[src/rtl/uart_wide_tx.sv]
// uart_wide_tx
//   Sends one DATA_W-bit word as a back-to-back run of 8N1 UART frames.
//   The most significant byte is sent first. Bits within each byte go LSB first.
//   A word is accepted on a sys_clk edge where din_vld && din_rdy. The start bit
//   of the first byte begins on that same edge. There is no gap between bytes.
//
// Parameters
//   CLK_FREQ  sys_clk frequency in Hz
//   UART_BPS  baud rate; one bit lasts CLK_FREQ/UART_BPS cycles
//   DATA_W    word width, a multiple of 8
//
// Ports
//   sys_clk    clock, rising edge
//   sys_rst_n  asynchronous active-low reset
//   din        word to transmit, sampled only on accept
//   din_vld    producer has a word on din
//   din_rdy    block can accept a word (registered)
//   uart_txd   serial line, idle high (registered)
//   busy       a frame sequence is in progress (registered)
//
// Build option
//   UART_WIDE_TX_PARITY_EN  when defined, an even parity bit is inserted
//                           between the data bits and the stop bit (8E1).
//
// State | meaning
//   IDLE   | line high, waiting for din_vld && din_rdy
//   START  | start bit (0) of the current byte
//   DATA   | data bits 0..7 of the current byte, LSB first
//   PARITY | even parity of the current byte (parity build only)
//   STOP   | stop bit (1), then next byte or back to IDLE
module uart_wide_tx #(
    parameter int CLK_FREQ = 50000000,
    parameter int UART_BPS = 115200,
    parameter int DATA_W   = 256
) (
    input  logic              sys_clk,
    input  logic              sys_rst_n,
    input  logic [DATA_W-1:0] din,
    input  logic              din_vld,
    output logic              din_rdy,
    output logic              uart_txd,
    output logic              busy
);
    localparam int BAUD_CNT = CLK_FREQ / UART_BPS;
    localparam int NBYTES   = DATA_W / 8;
    localparam int CNT_W    = (BAUD_CNT > 1) ? $clog2(BAUD_CNT) : 1;
    localparam int BYTE_W   = (NBYTES > 1) ? $clog2(NBYTES) : 1;

    localparam logic [2:0] S_IDLE   = 3'd0;
    localparam logic [2:0] S_START  = 3'd1;
    localparam logic [2:0] S_DATA   = 3'd2;
    localparam logic [2:0] S_STOP   = 3'd3;
`ifdef UART_WIDE_TX_PARITY_EN
    localparam logic [2:0] S_PARITY = 3'd4;
`endif

    logic [2:0]        state_q, state_d;
    logic [CNT_W-1:0]  baud_q,  baud_d;
    logic [2:0]        bit_q,   bit_d;
    logic [BYTE_W-1:0] byte_q,  byte_d;
    logic [DATA_W-1:0] shift_q, shift_d;
    logic              txd_q,   txd_d;
    logic              rdy_q,   rdy_d;
    logic              busy_q,  busy_d;

    logic [7:0] cur_byte;
    logic [2:0] bit_nxt;
    logic       baud_wrap;

    // The byte on the wire is always the top byte; the register shifts left
    // by one byte at the end of each stop bit.
    assign cur_byte  = shift_q[DATA_W-1 -: 8];
    assign bit_nxt   = bit_q + 3'd1;
    assign baud_wrap = (baud_q == CNT_W'(BAUD_CNT - 1));

    always_comb begin
        state_d = state_q;
        baud_d  = baud_q;
        bit_d   = bit_q;
        byte_d  = byte_q;
        shift_d = shift_q;
        txd_d   = txd_q;
        rdy_d   = rdy_q;
        busy_d  = busy_q;

        if (state_q != S_IDLE) begin
            baud_d = baud_wrap ? '0 : baud_q + CNT_W'(1);
        end

        case (state_q)
            S_IDLE: begin
                txd_d  = 1'b1;
                busy_d = 1'b0;
                rdy_d  = 1'b1;
                // rdy_q gates acceptance, so the first edge after reset only raises din_rdy.
                if (din_vld && rdy_q) begin
                    state_d = S_START;
                    shift_d = din;
                    baud_d  = '0;
                    bit_d   = 3'd0;
                    byte_d  = '0;
                    txd_d   = 1'b0;
                    busy_d  = 1'b1;
                    rdy_d   = 1'b0;
                end
            end
            S_START: begin
                if (baud_wrap) begin
                    state_d = S_DATA;
                    bit_d   = 3'd0;
                    txd_d   = cur_byte[0];
                end
            end
            S_DATA: begin
                if (baud_wrap) begin
                    if (bit_q == 3'd7) begin
`ifdef UART_WIDE_TX_PARITY_EN
                        state_d = S_PARITY;
                        txd_d   = ^cur_byte;
`else
                        state_d = S_STOP;
                        txd_d   = 1'b1;
`endif
                    end else begin
                        bit_d = bit_nxt;
                        txd_d = cur_byte[bit_nxt];
                    end
                end
            end
`ifdef UART_WIDE_TX_PARITY_EN
            S_PARITY: begin
                if (baud_wrap) begin
                    state_d = S_STOP;
                    txd_d   = 1'b1;
                end
            end
`endif
            S_STOP: begin
                if (baud_wrap) begin
                    if (byte_q == BYTE_W'(NBYTES - 1)) begin
                        state_d = S_IDLE;
                        txd_d   = 1'b1;
                        busy_d  = 1'b0;
                        rdy_d   = 1'b1;
                    end else begin
                        state_d = S_START;
                        byte_d  = byte_q + BYTE_W'(1);
                        shift_d = shift_q << 8;
                        txd_d   = 1'b0;
                    end
                end
            end
            default: begin
                state_d = S_IDLE;
                txd_d   = 1'b1;
                busy_d  = 1'b0;
                rdy_d   = 1'b0;
            end
        endcase
    end

    always_ff @(posedge sys_clk or negedge sys_rst_n) begin
        if (!sys_rst_n) begin
            state_q <= S_IDLE;
            baud_q  <= '0;
            bit_q   <= 3'd0;
            byte_q  <= '0;
            shift_q <= '0;
            txd_q   <= 1'b1;
            rdy_q   <= 1'b0;
            busy_q  <= 1'b0;
        end else begin
            state_q <= state_d;
            baud_q  <= baud_d;
            bit_q   <= bit_d;
            byte_q  <= byte_d;
            shift_q <= shift_d;
            txd_q   <= txd_d;
            rdy_q   <= rdy_d;
            busy_q  <= busy_d;
        end
    end

    assign uart_txd = txd_q;
    assign din_rdy  = rdy_q;
    assign busy     = busy_q;

endmodule
[config.mk]
export PLATFORM = sky130hd
export DESIGN_NAME = uart_wide_tx
export DESIGN_NICKNAME = d
export VERILOG_FILES = /design/src/rtl/uart_wide_tx.sv
export SDC_FILE = /design/constraint.sdc
export NUM_CORES = 1
export LEC_CHECK = 0
export ABC_AREA = 0
export CORE_AREA = 2 2 179 181
export CTS_CLUSTER_DIAMETER = 80
export DETAILED_ROUTE_END_ITERATION = 16
export DIE_AREA = 0 0 181 183
export GPL_ROUTABILITY_DRIVEN = 0
export PLACE_DENSITY_LB_ADDON = 0.05
export SYNTH_ARGS = -nofsm -noshare
export SYNTH_HDL_FRONTEND = slang
export SYNTH_SLANG_ARGS = --single-unit
[constraint.sdc]
create_clock -name sys_clk -period 2.4 [get_ports sys_clk]
set_input_delay 0.24 -clock sys_clk [delete_from_list [all_inputs] [get_ports sys_clk]]
set_output_delay 0.24 -clock sys_clk [all_outputs]
set_load 0.05 [all_outputs]
==> qor.csv, run 1 <==
stage,metric,value,unit
status,status,"finished, final reports clean",
cells_and_area,drive_above_1_share,0.344,
clock_tree,clk_latency,0.55,ns
floorplan,dieHeight,183,um
global_routing,antenna_found_initial,2,
logic_synthesis,yosysTopAreaCellShare,0.501,
route,drc,0,
logic_synthesis,avgSynthCellArea,14.5,um2
logic_synthesis,synthDistinctLibCells,51,
logic_synthesis,synth_seq_area_share,0.503,
route,num_vias,8587,
logic_synthesis,async_reset_ff_frac,1.00,
sta,clock_skew,0.0180,ns
logic_synthesis,synth_ff_type,dfrtp_1,
sta,hold_violations,0,
place,dpl.hpwl,20700,um
logic_synthesis,synth_nets,1225,
worst_hold_path,hp-class,primary input to async pin,
clock_tree,path_clk_slew,0.06,ns
critical_path,cpPeakStageDelay,0.40,ns
route,vias_per_cell,5.13,
floorplan,core_area,0.0312,mm2
floorplan,ios,262,
sta,finalWorstSetupSlack,0.0342,ns
route,wl_per_cell,18.5,um
logic_synthesis,yosysTopAreaCell,dfrtp_1,
critical_path,crit_fanout,8,
job,maxCapViolations,0,
sta,tightest_slew,0.610,ns
critical_path,crit_path_end_kind,flip-flop,
floorplan,die-area,0.0331,mm2
sta,finalSetupTns,0,ns
power,total_leakage_power,0.00855,uW
clock_tree,numCtsBuffers,31,
critical_path,path_common_cell,clkbuf_16,
global_routing,grt_pass1_vias,9189,
floorplan,die_w,181,um
sta,max_slew_margin,0.589,
critical_path,path_class,flip-flop to flip-flop,
clock_tree,numClockSinks,278,
global_routing,grt_overflow,0,
power,vdd_ir_drop_max,569,uV
clock_tree,cts_tree,yes,
critical_path,cp_slowest_cell,dfrtp_1,
global_routing,grt_usage,0.179,
global_routing,grt_pass1_wl,48200,um
sta,whs,0.265,ns
place,place_ws,0.00741,ns
sta,fin_crit_sh,0.986,
clock_tree,h-tree-depth,1,
cells_and_area,final_util,0.595,
power,power_density,535,mW/mm2
logic_synthesis,synth_edf_count,0,
logic_synthesis,ys_ff_latch,278,
sta,setup_viol,0,
clock_tree,clockRootBuffer,clkbuf_16,
critical_path,crit_required,2.82,ns
global_routing,grt_max_degree,108,
logic_synthesis,synth_area_leaders,"dfrtp_1, mux2_2, mux2_1",
power,total_power,9940,uW
logic_synthesis,syn_inst,956,
route,drtIter0Drc,384,
place,place.port_buffers,261,
critical_path,cp_cell_sequence,ha_2 -> and3_4 -> ha_4 -> nor2b_4 -> nand3_2 -> a21oi_4 -> buf_6 -> clkbuf_16 -> clkbuf_16 -> mux2_4,
critical_path,crit_arrival,2.79,ns
sta,final.min_clock_period,2.37,ns
logic_synthesis,synth_area,0.0138,mm2
route,ant_nets,0,
cells_and_area,layout.nets,1522,
route,dr.pass1.iters,4,
clock_tree,clockBufferDepth,3,
route,drt_wl_total,30900,um
cells_and_area,area_delta_synth_final,34.3,%
sta,clock.fmax,423,MHz
sta,drv_slew,0,
floorplan,fp-row-count,65,
logic_synthesis,yosys_warnings,0,
floorplan,initial_utilization,0.443,
critical_path,start_kind,flip-flop,
-- worst max-delay path, delay by kind of cell (launching register included) --
family,cells,cell delay [ns]
muxes,1,0.30
and+or+nand+nor,3,0.40
buffers and inverters,3,0.52
adders and majority gates,2,0.36
AOI/OAI and AO/OA,1,0.26
DFF,1,0.40
-- stage by stage --
stage	area [um2]	instances
after floorplan	13800	956
after global placement	17100	1598
after detailed placement	17100	1598
after CTS	18100	1655
after global routing	18600	1674
final	18600	1675
-- synth_stat cells (2+ instances only) --
master and n:
a21oi_1 8, buf_4 3, mux2_1 209, and3_1 3
a21o_1 2, buf_6 21, ha_1 10, a211oi_1 3
clkbuf_1 27, mux2_2 289, nand2_1 9, nor2_1 7
a22o_1 15, nor3_1 3, nor2b_1 2, nand3_1 6
or3_1 4, nand2b_1 2, o21ai_0 9, o22ai_1 3
dfrtp_1 277, mux2i_1 3, buf_2 6, buf_1 2
inv_1 7
-- cell usage in the layout (no fill, tap or decap), types with 2 or more instances in the layout --
cell type | synthesis | layout
mux2_1 | 209 | 173
clkbuf_16 | 0 | 40
clkdlybuf4s50_1 | 0 | 260
nor2_1 | 7 | 7
clkbuf_8 | 0 | 6
buf_12 | 0 | 21
o21ai_0 | 9 | 9
mux2_2 | 289 | 289
ha_1 | 10 | 6
ha_4 | 0 | 2
a22o_1 | 15 | 15
buf_8 | 0 | 2
a211oi_1 | 3 | 3
buf_6 | 21 | 3
nor3_1 | 3 | 3
nand2_1 | 9 | 9
o22ai_1 | 3 | 3
buf_4 | 3 | 27
a21o_1 | 2 | 2
mux2i_1 | 3 | 3
mux2_4 | 0 | 36
inv_1 | 7 | 7
and3_1 | 3 | 2
dfrtp_1 | 277 | 277
nand3_1 | 6 | 6
or3_1 | 4 | 4
clkbuf_1 | 27 | 14
nand2b_1 | 2 | 2
ha_2 | 0 | 2
a21oi_1 | 8 | 8
-- cell families after synthesis --
kind of cell	synth area share
mux	0.409
flops	0.503
buf+inv	0.0307
compound gates	0.0280
simple gates	0.0194
fa+ha+maj	0.00905
xor+xnor	0.000633
-- metal layers --
layer	part of all wire	track usage	routed length [um]
met1	0.46	0.245	14300
met2	0.46	0.286	14200
met3	0.064	0.0502	1990
met4	0.015	0.0371	469
met5	0.00042	0	13
-- layout make-up --
class                   instances  area (um2)
fillers                      2573       12600
flip-flops and latches        278        6960
multi-input cells             612        6630
repair buffers                323        3520
clock buffers                  51         911
well taps                     402         503
clock inverters                 1        30.0
inverters                       7        26.3
diodes                          1        2.50
-- report_power, final --
part | internal, uW | switching [uW]
Clock | 2650 | 1820
Sequential | 4700 | 3.70
Combinational | 539 | 231
-- flip-flops by register name, indices dropped and copies added, names as in the netlist --
name	flops
uart_txd	1
baud_q	9
bit_q	3
busy	1
state_q	2
byte_q	5
din_rdy	1
shift_q	256
-- what timing repair did --
| action | CTS | global route |
|---|---|---|
| pin swaps | 0 | 3 |
| cloned | 0 | 9 |
| hold endpoints to repair | 63 | 0 |
| resized for setup | 1 | 49 |
| hold buffers | 1 | 0 |
| setup endpoints to repair | 94 | 238 |
| setup buffers | 4 | 10 |
-- path summary, 6_finish.rpt --
kind	start	endpoint	slack [ns]	depth (start not counted)
max in group asynchronous	sys_rst_n	shift_q[161]	1.41	3
worst min register to register	shift_q[64]	shift_q[64]	0.48	1
worst min-delay path	sys_rst_n	shift_q[104]	0.27	2
min in group sys_clk	din[7]	shift_q[7]	0.30	2
worst max register to register	byte_q[1]	shift_q[61]	0.03	10
worst max-delay path	byte_q[1]	shift_q[61]	0.03	10
Power figures use the tool's default switching activity.
==> inputs of run 2 (changes only) <==
--- a/config.mk
+++ b/config.mk
@@ -6,11 +6,13 @@
 export NUM_CORES = 1
 export LEC_CHECK = 0
 export ABC_AREA = 0
-export CORE_AREA = 2 2 179 181
+export CORE_AREA = 5 5 182 184
+export CTS_BUF_LIST = sky130_fd_sc_hd__clkbuf_4
 export CTS_CLUSTER_DIAMETER = 80
 export DETAILED_ROUTE_END_ITERATION = 16
-export DIE_AREA = 0 0 181 183
+export DIE_AREA = 0 0 187 189
 export GPL_ROUTABILITY_DRIVEN = 0
+export GPL_TIMING_DRIVEN = 0
 export PLACE_DENSITY_LB_ADDON = 0.05
 export SYNTH_ARGS = -nofsm -noshare
 export SYNTH_HDL_FRONTEND = slang
==> run 2 against run 1 <==
Combinational power is 0.8% lower. Die area is 6.7% higher. Wire length up 0.20%. Sequential power hardly changed. Critical path depth did not move. Clock power is 5.4% lower. Flip-flop and latch count unchanged. Worst setup slack gained 0.068 ns. Count of clock-buffer cells in the layout rose by 62. Clock skew is 0.035 ns higher. Non-clock buffer count rose by 5.
==> qor.csv, run 2 (synthesized netlist as in run 1, its figures left out) <==
stage,metric,value,unit,change
status,status,"finished, final reports clean",,
power,internal-power,7500,uW,-4.9%
sta,clock_skew,0.0528,ns,+0.0348 ns
power,seq_power_share,0.485,,+0.012
sta,setup_viol,0,,unchanged
power,combinationalPowerShare,0.079,,+0.002
route,dr.pass1.iters,4,,unchanged
critical_path,crit_required,2.93,ns,+0.11 ns
cells_and_area,nFillCells,2645,,+2.8%
place,place.port_buffers,261,,unchanged
global_routing,grt_usage,0.175,,-0.00402
clock_tree,cts_tree,yes,,
clock_tree,h-tree-depth,3,,+2
floorplan,ios,262,,unchanged
route,drtIter0Drc,271,,-29%
place,post_dp_cell_area,0.0170,mm2,-0.47%
critical_path,ff2ff_path_depth,10,,unchanged
sta,max_slew_margin,0.480,,-0.109
global_routing,grt_max_degree,82,,-24%
route,vias_per_cell,5.00,,-2.4%
global_routing,antenna_found_initial,3,,+1
critical_path,path_class,flip-flop to flip-flop,,
global_routing,grt_pass1_wl,50700,um,+5.1%
sta,hold_violations,0,,unchanged
route,ant_nets,0,,unchanged
route,drc,0,,unchanged
sta,finalWorstSetupSlack,0.103,ns,+0.0684 ns
cells_and_area,final_common_cell,mux2_2,,
floorplan,initial_utilization,0.443,,unchanged
floorplan,die_w,187,um,+3.3%
job,maxCapViolations,0,,unchanged
power,total_power,9690,uW,-2.5%
cells_and_area,top_register,shift_q,,
global_routing,grt_pass1_vias,9820,,+6.9%
cells_and_area,largest_reg_flops,256,,unchanged
sta,tightest_slew,0.777,ns,+0.167 ns
critical_path,crit_path_end_kind,flip-flop,,
critical_path,crit_arrival,2.83,ns,+0.04 ns
floorplan,die-area,0.0353,mm2,+6.7%
power,total_leakage_power,0.00863,uW,+0.92%
cells_and_area,layout.nets,1575,,+3.5%
cells_and_area,final_design_area_no_fill,0.0182,mm2,-1.8%
sta,final.min_clock_period,2.30,ns,-0.0684 ns
sta,fin_crit_sh,0.957,,-0.0285
sta,clock.fmax,435,MHz,+3.0%
cells_and_area,area_delta_synth_final,31.9,%,
power,switchingPower,2190,uW,+6.9%
power,switching_share,0.226,,+0.0198
sta,rsz0062_at_grt,false,,
power,vdd_ir_drop_max,359,uV,-37%
clock_tree,numCtsBuffers,79,,+150%
clock_tree,path_clk_slew,0.06,ns,about the same
route,num_vias,8805,,+2.5%
critical_path,start_kind,flip-flop,,
power,p_clk_frac,0.436,,-0.014
clock_tree,clockRootBuffer,clkbuf_4,,
clock_tree,clockBufferDepth,3,,unchanged
worst_hold_path,hp-class,primary input to async pin,,
clock_tree,numClockSinks,278,,unchanged
cells_and_area,final_util,0.584,,-0.0109
cells_and_area,drive_above_1_share,0.355,,+0.0109
place,dpl.hpwl,22800,um,+10%
power,power_density,531,mW/mm2,-0.65%
floorplan,dieHeight,189,um,+3.3%
route,drt_wl_total,31000,um,+0.20%
critical_path,crit_fanout,10,,+2
floorplan,fp-row-count,65,,unchanged
sta,drv_slew,0,,unchanged
cells_and_area,layout_common_cells,"mux2_2, dfrtp_1, clkdlybuf4s50_1",,
place,place_ws,-0.270,ns,-0.277 ns
route,wl_per_cell,17.6,um,-4.6%
cells_and_area,top_regs,"shift_q: 256 flops, baud_q: 9 flops, byte_q: 5 flops",,
clock_tree,clk_latency,0.68,ns,+0.13 ns
floorplan,core_area,0.0312,mm2,unchanged
global_routing,grt_overflow,0,,unchanged
run 2: cell count changes in the layout (fill, tap and decap cells not counted), sizes merged:
cell,change
inv,+2
clkbuf,+81
clkinvlp,+1
clkinv,+15
buf,-14
run 2: final timing paths:
| path | start | end | slack (ns) |
|---|---|---|---|
| setup / recovery | byte_q[0] | shift_q[124] | 0.10 |
| min in group sys_clk | din[3] | shift_q[3] | 0.22 |
| hold reg to reg | shift_q[31] | shift_q[31] | 0.48 |
| hold / removal | sys_rst_n | shift_q[107] | 0.09 |
| max in group asynchronous | sys_rst_n | shift_q[239] | 1.16 |
| setup reg to reg | byte_q[0] | shift_q[124] | 0.10 |
run 2: cell type report:
cell class	instances	area, um2	share of cell area
Timing Repair Buffer	269	2770	0.152
Clock buffer	113	848	0.0465
Multi-Input combinational cell	612	6490	0.356
Clock inverter	19	119	0.00652
Inverter	7	26.3	0.00144
Sequential cell	278	6960	0.381
Tap cell	402	503	0.0276
Antenna cell	1	2.50	0.000137
Buffer	59	527	0.0289
run 2: power groups by stage:
| stage | sequential [uW] | combinational [uW] | clock (uW) |
|---|---|---|---|
| after global routing | 4690 | 833 | 4700 |
| after floorplan | 4780 | 192 | 0 |
| after detailed placement | 4780 | 777 | 0 |
| after CTS | 4700 | 783 | 4450 |
| after global placement | 4790 | 760 | 0 |
| final | 4700 | 764 | 4230 |
run 2: per-stage QoR:
step / cells / TNS [ns] / hold WS, ns
2_1_floorplan: 956 / 0 / -0.0556
3_3_place_gp: 1619 / -3257.13 / 0.461
3_5_place_dp: 1622 / -52.29 / 0.205
4_1_cts: 1757 / 0 / 0.0375
5_1_grt: 1760 / 0 / 0.0415
6_report: 1760 / 0 / 0.0863
run 2: repair_timing:
| item | CTS | global route |
|---|---|---|
| resized for setup | 26 | 39 |
| endpoints found under the hold margin | 203 | 0 |
| setup endpoints to repair | 242 | 249 |
| hold buffers | 1 | 0 |
| cloned | 0 | 1 |
| buffers inserted | 2 | 1 |
| pin swaps | 1 | 1 |
run 2: worst max-delay path, stage by stage, from the launching register on:
cell and delay (ns):
dfrtp_1 0.41, ha_2 0.20, and3_4 0.18, ha_4 0.17, nor2b_4 0.12, nand3_2 0.11, a21oi_4 0.16, buf_12 0.16
buf_12 0.16, buf_6 0.16, mux2_1 0.34
run 2: per-layer routing:
layer	wire, um	track usage
met1	14000	0.230
met2	14200	0.271
met3	2290	0.0712
met4	466	0.0464
met5	29	0
